$ cat src/rtl/cheshire_uart_tx.sv
// cheshire_uart_tx: 8N1-style UART transmitter with a byte FIFO and a programmable baud divider.
// Define CHESHIRE_UART_TX_PARITY_EN to add a parity bit (parity_odd_i selects odd parity).
module cheshire_uart_tx #(
  parameter int unsigned FifoDepth = 4,
  parameter int unsigned StopBits  = 1,
  parameter int unsigned DivWidth  = 16
) (
  input  logic                       clk_i,
  input  logic                       rst_i,
  input  logic [DivWidth-1:0]        baud_div_i,
  input  logic [7:0]                 data_i,
  input  logic                       valid_i,
`ifdef CHESHIRE_UART_TX_PARITY_EN
  input  logic                       parity_odd_i,
`endif
  output logic                       ready_o,
  output logic                       tx_o,
  output logic                       busy_o,
  output logic [$clog2(FifoDepth):0] level_o
);

  localparam int unsigned PtrW = $clog2(FifoDepth);
  localparam int unsigned LvlW = PtrW + 1;
  localparam logic [LvlW-1:0] FullLvl  = LvlW'(FifoDepth);
  localparam logic            LastStop = 1'(StopBits - 1);

  if (StopBits != 1 && StopBits != 2) begin : gen_stop_chk
    $fatal(1, "cheshire_uart_tx: StopBits must be 1 or 2");
  end
  if (FifoDepth < 2 || (FifoDepth & (FifoDepth - 1)) != 0) begin : gen_depth_chk
    $fatal(1, "cheshire_uart_tx: FifoDepth must be a power of two, at least 2");
  end

  typedef enum logic [2:0] {
    StIdle,
    StStart,
    StData,
`ifdef CHESHIRE_UART_TX_PARITY_EN
    StParity,
`endif
    StStop
  } state_e;

  logic [7:0]      mem_q [FifoDepth];
  logic [PtrW-1:0] wr_ptr_q, rd_ptr_q;
  logic [LvlW-1:0] level_q;
  logic            push, pop, load, bit_end;

  state_e              state_q, state_d;
  logic [DivWidth-1:0] div_q, div_d;
  logic [DivWidth-1:0] cnt_q, cnt_d;
  logic [2:0]          bit_q, bit_d;
  logic                stop_q, stop_d;
  logic [7:0]          shift_q, shift_d;
  logic                tx_q, tx_d;
`ifdef CHESHIRE_UART_TX_PARITY_EN
  logic                par_q, par_d;
`endif

  assign ready_o = (level_q != FullLvl);
  assign push    = valid_i && ready_o;
  assign pop     = load;
  assign level_o = level_q;
  assign tx_o    = tx_q;
  assign busy_o  = (state_q != StIdle) || (level_q != '0);
  assign bit_end = (cnt_q == div_q);

  always_ff @(posedge clk_i) begin
    if (push) mem_q[wr_ptr_q] <= data_i;
  end

  // Pointers wrap naturally because FifoDepth is a power of two.
  always_ff @(posedge clk_i or posedge rst_i) begin
    if (rst_i) begin
      wr_ptr_q <= '0;
      rd_ptr_q <= '0;
      level_q  <= '0;
    end else begin
      if (push) wr_ptr_q <= wr_ptr_q + 1'b1;
      if (pop)  rd_ptr_q <= rd_ptr_q + 1'b1;
      if (push && !pop)      level_q <= level_q + 1'b1;
      else if (!push && pop) level_q <= level_q - 1'b1;
    end
  end

  always_comb begin
    state_d = state_q;
    div_d   = div_q;
    cnt_d   = cnt_q;
    bit_d   = bit_q;
    stop_d  = stop_q;
    shift_d = shift_q;
    tx_d    = 1'b1;
    load    = 1'b0;
`ifdef CHESHIRE_UART_TX_PARITY_EN
    par_d   = par_q;
`endif
    if (state_q != StIdle) cnt_d = bit_end ? '0 : cnt_q + 1'b1;

    case (state_q)
      StIdle: load = (level_q != '0);
      StStart: begin
        tx_d = 1'b0;
        if (bit_end) begin
          state_d = StData;
          bit_d   = '0;
        end
      end
      StData: begin
        tx_d = shift_q[0];
        if (bit_end) begin
          shift_d = {1'b0, shift_q[7:1]};
          bit_d   = bit_q + 3'd1;
          if (bit_q == 3'd7) begin
`ifdef CHESHIRE_UART_TX_PARITY_EN
            state_d = StParity;
`else
            state_d = StStop;
`endif
          end
        end
      end
`ifdef CHESHIRE_UART_TX_PARITY_EN
      StParity: begin
        tx_d = par_q;
        if (bit_end) state_d = StStop;
      end
`endif
      StStop: begin
        if (bit_end) begin
          if (stop_q == LastStop) begin
            stop_d = 1'b0;
            // Back-to-back frames: pop straight into the next start bit.
            if (level_q != '0) load = 1'b1;
            else               state_d = StIdle;
          end else begin
            stop_d = 1'b1;
          end
        end
      end
      default: state_d = StIdle;
    endcase

    if (load) begin
      state_d = StStart;
      shift_d = mem_q[rd_ptr_q];
      div_d   = baud_div_i;
      cnt_d   = '0;
      bit_d   = '0;
      stop_d  = 1'b0;
`ifdef CHESHIRE_UART_TX_PARITY_EN
      par_d   = (^mem_q[rd_ptr_q]) ^ parity_odd_i;
`endif
    end
  end

  always_ff @(posedge clk_i or posedge rst_i) begin
    if (rst_i) begin
      state_q <= StIdle;
      div_q   <= '0;
      cnt_q   <= '0;
      bit_q   <= '0;
      stop_q  <= 1'b0;
      shift_q <= '0;
      tx_q    <= 1'b1;
`ifdef CHESHIRE_UART_TX_PARITY_EN
      par_q   <= 1'b0;
`endif
    end else begin
      state_q <= state_d;
      div_q   <= div_d;
      cnt_q   <= cnt_d;
      bit_q   <= bit_d;
      stop_q  <= stop_d;
      shift_q <= shift_d;
      tx_q    <= tx_d;
`ifdef CHESHIRE_UART_TX_PARITY_EN
      par_q   <= par_d;
`endif
    end
  end

endmodule

$ cat config.mk
export PLATFORM = sky130hd
export DESIGN_NAME = cheshire_uart_tx
export DESIGN_NICKNAME = d
export VERILOG_FILES = /design/src/rtl/cheshire_uart_tx.sv
export SDC_FILE = /design/constraint.sdc
export NUM_CORES = 1
export LEC_CHECK = 0
export BUFFER_PORTS_ARGS = -buffer_cell sky130_fd_sc_hd__buf_2
export CAP_MARGIN = 20
export CORE_MARGIN = 5
export CORE_UTILIZATION = 30
export DETAILED_ROUTE_END_ITERATION = 8
export GPL_TIMING_DRIVEN = 0
export PLACE_DENSITY = 0.44
export SYNTH_ARGS = -nofsm -noshare
export SYNTH_HDL_FRONTEND = slang
export SYNTH_SLANG_ARGS = --single-unit
$ cat constraint.sdc
create_clock -name clk_i -period 2.5 [get_ports clk_i]
set_input_delay 0.25 -clock clk_i [delete_from_list [all_inputs] [get_ports clk_i]]
set_output_delay 0.25 -clock clk_i [all_outputs]
set_load 0.01 [all_outputs]
==> results of run 1 <==
[worst max-delay path, delay by kind of cell, from the launching register on]
family / cells / cell delay (ns)
buffers and inverters: 3 / 0.19
AO/OA/AOI/OAI: 1 / 0.18
multiplexers: 1 / 0.27
XOR/XNOR: 1 / 0.17
flip-flops: 1 / 0.41
adder cells (fa/ha/maj): 2 / 0.56
AND/OR/NAND/NOR: 2 / 0.60
[where the power goes]
group / leakage [nW] / internal (mW) / switching [mW] / total [mW]
combinational: 1.02 / 1.19 / 1.24 / 2.43
sequential: 0.928 / 1.91 / 0.320 / 2.23
clock: 0.137 / 0.684 / 0.589 / 1.27
[flip-flops by register name, indices dropped and copies added, names as in the netlist]
signal / count
rd_ptr_q: 2
div_q: 16
level_o: 3
wr_ptr_q: 2
cnt_q: 16
shift_q: 8
mem_q: 32
bit_q: 3
state_q: 2
tx_o: 1
[per-stage QoR]
step / hold WS (ns) / setup slack (ns) / cells
after CTS: 0.0901 / -0.192 / 544
after floorplan: 0.349 / -0.119 / 309
after detailed placement: 0.308 / -0.520 / 518
after global placement: 0.467 / -0.492 / 517
final: 0.112 / -0.00104 / 547
after global routing: 0.103 / -0.108 / 547
[final timing paths]
path	start	end	cells after the start
setup / recovery	cnt_q[3]$_DFFE_PP0P_	level_o[1]$_DFFE_PP0P_	10
hold / removal	data_i[2]	mem_q[0][2]$_DFFE_PP_	1
setup reg to reg	cnt_q[3]$_DFFE_PP0P_	level_o[1]$_DFFE_PP0P_	10
hold reg to reg	shift_q[7]$_DFFE_PP0P_	shift_q[7]$_DFFE_PP0P_	1
max in group asynchronous	rst_i	cnt_q[1]$_DFFE_PP0P_	4
min in group asynchronous	rst_i	div_q[4]$_DFFE_PP0P_	3
[routing by layer]
layer  share of wire, %  routed length [µm]
met1                 44                3830
met2                 50                4390
met3                4.2                 364
met4                1.8                 161
met5                  0                   0
[cell type report]
class	instances	area (µm²)	share of cell area (%)
sequential	85	2300	46.5
clock inverter	7	53.8	1.09
buffer	10	55.1	1.11
clock buffer	9	225	4.55
inverter	28	113	2.28
multi-input combinational	183	1670	33.9
tap	176	220	4.45
timing repair buffer	49	303	6.12
[repair_timing]
item	4_1_cts	5_1_grt
pin swaps	7	6
cloned	0	0
endpoints found under the setup margin	3	2
buffers inserted	10	5
endpoints found under the hold margin	19	0
gates resized for setup	19	9
hold buffers	1	0
[logic make-up (layout without fill, tap and decap cells)]
family          Yosys count  count (layout)  share of synthesized area, %
fa+ha+maj                13              13                          4.21
compound gates           41              41                          7.68
buf+inv                  41             103                          4.83
flops                    85              85                          56.7
xor+xnor                 30              30                          6.51
mux                      29              29                          10.9
simple gates             70              70                          9.20
[placed cells by master, fill, tap and decap left out, drive strengths merged, types with 3 or more instances in the layout]
cell type,count
mux4,8
nand2,7
a222oi,7
xor2,26
o21ai,7
mux2,19
xnor2,4
nor4,7
nor2,18
nand3,7
ha,12
clkbuf,14
and3,9
o311ai,3
a31oi,4
a21oi,6
nor3,3
dfrtp,52
edfxtp,32
inv,32
nand4,9
o22ai,3
buf,53
==> impl_metrics.toml, run 1 <==
[run_status]
run_status = "finished, violations left"
violations_in_the_final_reports = "negative setup slack"

[timing]
hold_violations = 0
timing_max_transition_violations_final = 0
tightest_slew_ns = 0.646
setup_ws_ns = -0.00104
total_negative_setup_slacks_ns = -0.00104
max_freq_mhz = 400
timing.final.setup_violations = 1
rsz0062_at_grt = "yes"
slew_headroom_pct = 56.9
skew_ns = 0.00596
min_period_over_period_pct = 100
finalWorstPathRequiredPeriod_ns = 2.50

[cells_and_area]
layout.core_utilization_pct = 37.3
n_fill_cell = 1330
final_design_area_no_fill_mm2 = 0.00494
finish.net_count = 406
n_antenna_cell = 0
layout-area-overhead-vs-synth_pct = 22.4
final_layout_size_suffix_gt1_share_pct = 34.0

[drt]
drt_pass1_iterations = 4
route.detailed.wl_per_inst_um = 16.0
drt_iter0_drc = 146
routed_via_density = 4.72
totalWireLength_um = 8750
drcViolationCount = 0
drt.antenna.violating_nets = 0
vias = 2583

[cts]
numCtsBuffers = 9
tritoncts = "yes"
ctsLongestPathBuffers = 2
cts.sink_count = 85
htree_levels = 3
clk_latency_ns = 0.35
clkTransAtPathRegs_ns = 0.07
cts-root-buf = "clkbuf_16"

[power_and_ir_drop]
static-leakage-power_nw = 2.09
max-vdd-ir-drop_uv = 463
power_per_cell_area_mw_per_mm2 = 1200
sum_of_internal_switching_and_leakage_power_mw = 5.94

[global_route]
globalRoute.totalOverflow = 0
maximum_number_of_pins_on_one_net_before_global_route_repair = 34
groute.usage.overall_pct = 11.8
grt.met1_usage_pct = 14.4
gr-usage-met3_pct = 4.11
grt-busiest-layer = "met2"
grt_antenna_before_repair = 0
first_pass_grt_wire_length_um = 14400
globalRouteMet2Util_pct = 19.3
grt_pass1_vias = 2630

[floorplanning]
die_x_um = 126
row_count = 42
start_util_pct = 30.5
core_footprint_mm2 = 0.0132
die_area_mm2 = 0.0159
fp.dieH_um = 126
ios = 33

[synthesis]
async_reset_ff_share_pct = 62.4
syn_inst = 309
synth.avg_cell_area_um2 = 13.1
yosys-top-cells-area = "dfrtp_1, edfxtp_1, xor2_1"
netlist.area_leader.share_pct = 32.2
synthesis.nets = 349
synth.cell_area_mm2 = 0.00404
synth.most_common_cell = "dfrtp_1"
yosysWarningCount = 0
synth_enable_flop_cells = 32
flip_flop_and_latch_count_after_synthesis = 85
synth_top_flop_cell = "dfrtp_1"
synth_common_cells = "dfrtp_1, edfxtp_1, inv_1, xor2_1, nor2_1"
synth_seq_area_share_pct = 56.7
synth_top_cell_by_area = "dfrtp_1"
synth.lib_cells_used.distinct = 48

[placed_design]
instance_area_after_placement_mm2 = 0.00446
hpwl_um = 6240
io_buffers = 32
gp_routability_congestion = 0.745

[job]
drv.max_cap_violation_count = 0

[setup_path]
path_cells = "xor2_1 > nor4_2 > and4_1 > buf_6 > a31o_4 > inv_8 > ha_4 > inv_2 > fa_1 > mux2_4"
arrival_time_of_the_worst_setup_path_ns = 2.74
critPathRequiredTime_ns = 2.74
critical_path.endpoint_type = "flip-flop"
path_max_fanout = 2
critical_path.slowest_cell = "dfrtp_2"
ff2ff_setup_slack_ns = -0.001
setup_crit_start_kind = "flip-flop"
crit_type = "flip-flop to flip-flop"
worst_path_largest_cell_delay_ns = 0.41

[hold_path]
worstHoldPathType = "primary input to flip-flop"
(Power assumes the default switching activity.)
==> run 2: changes to the inputs <==
==> constraint.sdc (replaced) <==
create_clock -name clk_i -period 2.5 [get_ports clk_i]
set_input_delay 0.25 -clock clk_i [delete_from_list [all_inputs] [get_ports clk_i]]
set_output_delay 0.25 -clock clk_i [all_outputs]
set_load 0.05 [all_outputs]
==> impl_metrics.toml, run 2 (same netlist as run 1, synthesis figures left out) <==
[run_status]
run_status = "finished, violations left"
violations_in_the_final_reports = "negative setup slack"

[cts]
cts.sink_count = 85
htree_levels = 3
cts-root-buf = "clkbuf_16"
numCtsBuffers = 9
ctsLongestPathBuffers = 2
tritoncts = "yes"
clk_latency_ns = 0.35
clkTransAtPathRegs_ns = 0.06

[global_route]
grt_antenna_before_repair = 0
maximum_number_of_pins_on_one_net_before_global_route_repair = 30
grt_pass1_vias = 2799
groute.usage.overall_pct = 12.0
first_pass_grt_wire_length_um = 14800
globalRoute.totalOverflow = 0

[floorplanning]
start_util_pct = 30.5
die_x_um = 126
core_footprint_mm2 = 0.0132
die_area_mm2 = 0.0159
row_count = 42
ios = 33
fp.dieH_um = 126

[timing]
rsz0062_at_grt = "yes"
timing_max_transition_violations_final = 0
tightest_slew_ns = 0.640
max_freq_mhz = 388
setup_ws_ns = -0.0794
timing.final.setup_violations = 1
min_period_over_period_pct = 103
skew_ns = 0.00757
hold_violations = 0
finalWorstPathRequiredPeriod_ns = 2.58
slew_headroom_pct = 57.3

[cells_and_area]
layout_top_registers = "mem_q x32, cnt_q x16, div_q x16"
final_cell_mix = "dfrtp_1, buf_2, edfxtp_1"
layout-area-overhead-vs-synth_pct = 23.7
finish.net_count = 415
final_layout_size_suffix_gt1_share_pct = 35.3
n_antenna_cell = 0
registers.top_by_ff_count = "mem_q"
n_fill_cell = 1295
mostFrequentLayoutCell = "dfrtp_1"
final_design_area_no_fill_mm2 = 0.00499
largest_reg_flops = 32

[job]
drv.max_cap_violation_count = 0

[setup_path]
critical_path.endpoint_type = "flip-flop"
path_max_fanout = 3
arrival_time_of_the_worst_setup_path_ns = 2.81
setup_crit_start_kind = "flip-flop"
crit_type = "flip-flop to flip-flop"
critPathRequiredTime_ns = 2.73

[drt]
totalWireLength_um = 8960
vias = 2595
drt_iter0_drc = 172
drcViolationCount = 0
drt_pass1_iterations = 5
routed_via_density = 4.67
route.detailed.wl_per_inst_um = 16.1
drt.antenna.violating_nets = 0

[placed_design]
placement.setup.worst_slack_ns = -0.476
hpwl_um = 6270
instance_area_after_placement_mm2 = 0.00448
io_buffers = 32
gp_routability_congestion = 0.733

[hold_path]
worstHoldPathType = "primary input to flip-flop"

[power_and_ir_drop]
max-vdd-ir-drop_uv = 513
power_per_cell_area_mw_per_mm2 = 1220
static-leakage-power_nw = 2.12
run 2: final timing paths:
check,start,to,slack (ns),cells after the start
setup reg to reg,div_q[14]$_DFFE_PP0P_,level_o[1]$_DFFE_PP0P_,-0.08,10
hold / removal,data_i[2],mem_q[2][2]$_DFFE_PP_,0.11,1
setup / recovery,div_q[14]$_DFFE_PP0P_,level_o[1]$_DFFE_PP0P_,-0.08,10
min in group asynchronous,rst_i,div_q[14]$_DFFE_PP0P_,0.51,3
hold reg to reg,shift_q[0]$_DFFE_PP0P_,tx_o$_DFF_PP1_,0.51,2
max in group asynchronous,rst_i,tx_o$_DFF_PP1_,1.36,4
run 2: critical path: stages (launching register included):
cell and delay [ns]:
dfrtp_1 0.40, xor2_1 0.18, nor4_2 0.37, and4_1 0.28
buf_6 0.12, a31o_4 0.20, inv_6 0.04, ha_4 0.15
inv_2 0.05, fa_1 0.41, mux2_4 0.27
run 2: timing repair:
item,in CTS,in global routing
endpoints found under the hold margin,24,0
setup buffers,18,7
gates resized for setup,13,10
pin swaps,8,9
setup endpoints to repair,2,26
cloned,0,0
hold buffers,1,0
run 2: per-stage QoR:
step	power, mW	instances	hold WS (ns)	setup TNS, ns	utilization [%]
after global placement	4.65	517	0.464	-1.05	33.7
after global routing	6.56	556	0.105	-0.298	37.7
after floorplan	4.08	309	0.349	-0.194	-
final	6.09	556	0.115	-0.0794	37.7
after detailed placement	4.69	518	0.344	-0.823	33.8
after CTS	6.16	551	0.0984	-0.501	37.2
run 2: final cells by class:
type | count | area (µm²) | area share, %
multi-input cells | 183 | 1660 | 33.3
well taps | 176 | 220 | 4.41
flip-flops and latches | 85 | 2300 | 46.1
clock inverters | 6 | 46.3 | 0.927
repair buffers | 59 | 378 | 7.57
plain buffers | 9 | 47.5 | 0.952
inverters | 28 | 110 | 2.20
clock buffers | 10 | 229 | 4.58
run 2: layer usage:
metal	track usage [%]	up-vias	part of all wire (%)
met5	0	-	0
met4	3.60	0	1.5
met3	4.19	11	3.8
met2	20.4	42	50
met1	14.4	1283	44
li1	-	1259	-
run 2: where the power goes:
group,internal [mW],switching [mW]
Clock,0.680,0.561
Combinational,1.21,1.43
Sequential,1.92,0.300
Total,3.80,2.29
==> run 3: changes to the inputs <==
--- a/config.mk
+++ b/config.mk
@@ -12,6 +12,7 @@
 export DETAILED_ROUTE_END_ITERATION = 8
 export GPL_TIMING_DRIVEN = 0
 export PLACE_DENSITY = 0.44
+export RECOVER_POWER = 50
 export SYNTH_ARGS = -nofsm -noshare
 export SYNTH_HDL_FRONTEND = slang
 export SYNTH_SLANG_ARGS = --single-unit
==> impl_metrics.toml, run 3 (same netlist as run 1, synthesis figures left out) <==
[power_and_ir_drop]
switching_share_pct = 37.6
sequentialPowerShare_pct = 36.4
static-leakage-power_nw = 2.09
power.net_switching_mw = 2.29
combinationalPowerShare_pct = 43.2
power_per_cell_area_mw_per_mm2 = 1230
power_frac_clock_pct = 20.4
max-vdd-ir-drop_uv = 512
cellInternalPower_mw = 3.80
sum_of_internal_switching_and_leakage_power_mw = 6.09

[timing]
slew_headroom_pct = 35.6
skew_ns = 0.00734
min_period_over_period_pct = 103
timing_max_transition_violations_final = 0
timing.final.setup_violations = 1
finalWorstPathRequiredPeriod_ns = 2.58
setup_ws_ns = -0.0827
hold_violations = 0
tightest_slew_ns = 0.965
fin_hold_ws_ns = 0.134
rsz0062_at_grt = "yes"
max_freq_mhz = 387

[floorplanning]
fp.dieH_um = 126
ios = 33
die_x_um = 126
core_footprint_mm2 = 0.0132
row_count = 42
start_util_pct = 30.5
die_area_mm2 = 0.0159

[hold_path]
hold_depth = 2
worstHoldPathType = "primary input to flip-flop"

[cts]
cts-root-buf = "clkbuf_16"
cts.sink_count = 85
htree_levels = 3
ctsLongestPathBuffers = 2
clk_latency_ns = 0.35
clkTransAtPathRegs_ns = 0.06
numCtsBuffers = 9
tritoncts = "yes"

[setup_path]
critical_path.endpoint_type = "flip-flop"
critPathLaunch = "div_q[14]$_DFFE_PP0P_"
setup_crit_start_kind = "flip-flop"
rr_endpoint = "level_o[1]$_DFFE_PP0P_"
path_max_fanout = 3
ff2ff_setup_slack_ns = -0.08
crit_end = "level_o[1]$_DFFE_PP0P_"
r2r_start = "div_q[14]$_DFFE_PP0P_"
critPathRequiredTime_ns = 2.73
timing.reg2reg.worst_path_depth = 10
arrival_time_of_the_worst_setup_path_ns = 2.81
crit_type = "flip-flop to flip-flop"

[cells_and_area]
finish.net_count = 415
layout_top_registers = "mem_q x32, cnt_q x16, div_q x16"
largest_reg_flops = 32
layout-area-overhead-vs-synth_pct = 23.0
final_layout_size_suffix_gt1_share_pct = 32.4
mostFrequentLayoutCell = "dfrtp_1"
n_antenna_cell = 0
registers.top_by_ff_count = "mem_q"
final_cell_mix = "dfrtp_1, edfxtp_1, inv_1, buf_4, buf_2"

[drt]
totalWireLength_um = 9000
drcViolationCount = 0
drt_pass1_iterations = 4
route.detailed.wl_per_inst_um = 16.2
drt.antenna.violating_nets = 0
routed_via_density = 4.69
drt_iter0_drc = 152
vias = 2606

[global_route]
groute.usage.overall_pct = 12.0
grt_pass1_vias = 2799
first_pass_grt_wire_length_um = 14800
grt_antenna_before_repair = 0
maximum_number_of_pins_on_one_net_before_global_route_repair = 30
globalRoute.totalOverflow = 0

[placed_design]
hpwl_um = 6270
io_buffers = 32
gp_routability_congestion = 0.733

[run_status]
run_status = "finished, violations left"
violations_in_the_final_reports = "negative setup slack"

[job]
drv.max_cap_violation_count = 0
[run 3: changes by cell type in the layout (fill, tap and decap cells not counted), sizes merged]
cell	change
buf	-11
clkbuf	+11
[run 3: metal layers]
metal  part of all wire (%)  track usage, %  wire [µm]  vias up
li1                       -               -          -     1259
met1                     44            14.4       3950     1288
met2                     51            20.4       4570       48
met3                    3.9            4.19        347       11
met4                    1.5            3.60        131        0
met5                      0               0          0        -
[run 3: final cells by class]
cell class              instances  area, µm²
inverters                      28        110
fillers                      1301       8280
clock buffers                  10        229
flip-flops and latches         85       2300
clock inverters                 6       46.3
plain buffers                   9       47.5
well taps                     176        220
repair buffers                 59        350
multi-input cells             183       1660
[run 3: repair_timing]
action                     in CTS  in global routing
hold endpoints to repair       24                  0
setup endpoints to repair       2                 26
resized for setup              13                 10
pin swaps                       8                  9
setup buffers                  18                  7
hold buffers                    1                  0
[run 3: metrics by stage]
stage	setup TNS [ns]	area, µm²	utilization, %	cells	setup WS, ns
floorplan	-0.194	4080	-	309	-0.106
global placement	-1.05	4460	33.7	517	-0.437
detailed placement	-0.823	4480	33.8	518	-0.476
CTS	-0.501	4920	37.2	551	-0.166
global route	-0.298	4970	37.5	556	-0.210
finish	-0.0827	4970	37.5	556	-0.0827
[run 3: worst min path at each step]
stage / startpoint / end / slack, ns
floorplan: data_i[0] / mem_q[0][0]$_DFFE_PP_ / 0.35
CTS: data_i[2] / mem_q[1][2]$_DFFE_PP_ / 0.1
global placement: data_i[2] / mem_q[2][2]$_DFFE_PP_ / 0.46
global route: baud_div_i[12] / div_q[12]$_DFFE_PP0P_ / 0.13
detailed placement: rst_i / div_q[14]$_DFFE_PP0P_ / 0.34
finish: baud_div_i[14] / div_q[14]$_DFFE_PP0P_ / 0.13
[run 3: worst max-delay path, stage by stage, from the launching register on]
cell and delay [ns]:
dfrtp_1 0.40, xor2_1 0.18, nor4_2 0.37, and4_1 0.28, buf_6 0.12, a31o_4 0.20
inv_6 0.04, ha_4 0.15, inv_2 0.05, fa_1 0.41, mux2_4 0.27
[run 3: power groups by stage]
| stage | clock network [mW] | registers [mW] | logic, mW |
|---|---|---|---|
| 2_1_floorplan | 0 | 2.27 | 1.81 |
| 3_3_place_gp | 0 | 2.26 | 2.40 |
| 3_5_place_dp | 0 | 2.26 | 2.43 |
| 4_1_cts | 1.30 | 2.22 | 2.65 |
| 5_1_grt | 1.35 | 2.28 | 2.93 |
| 6_report | 1.24 | 2.22 | 2.63 |
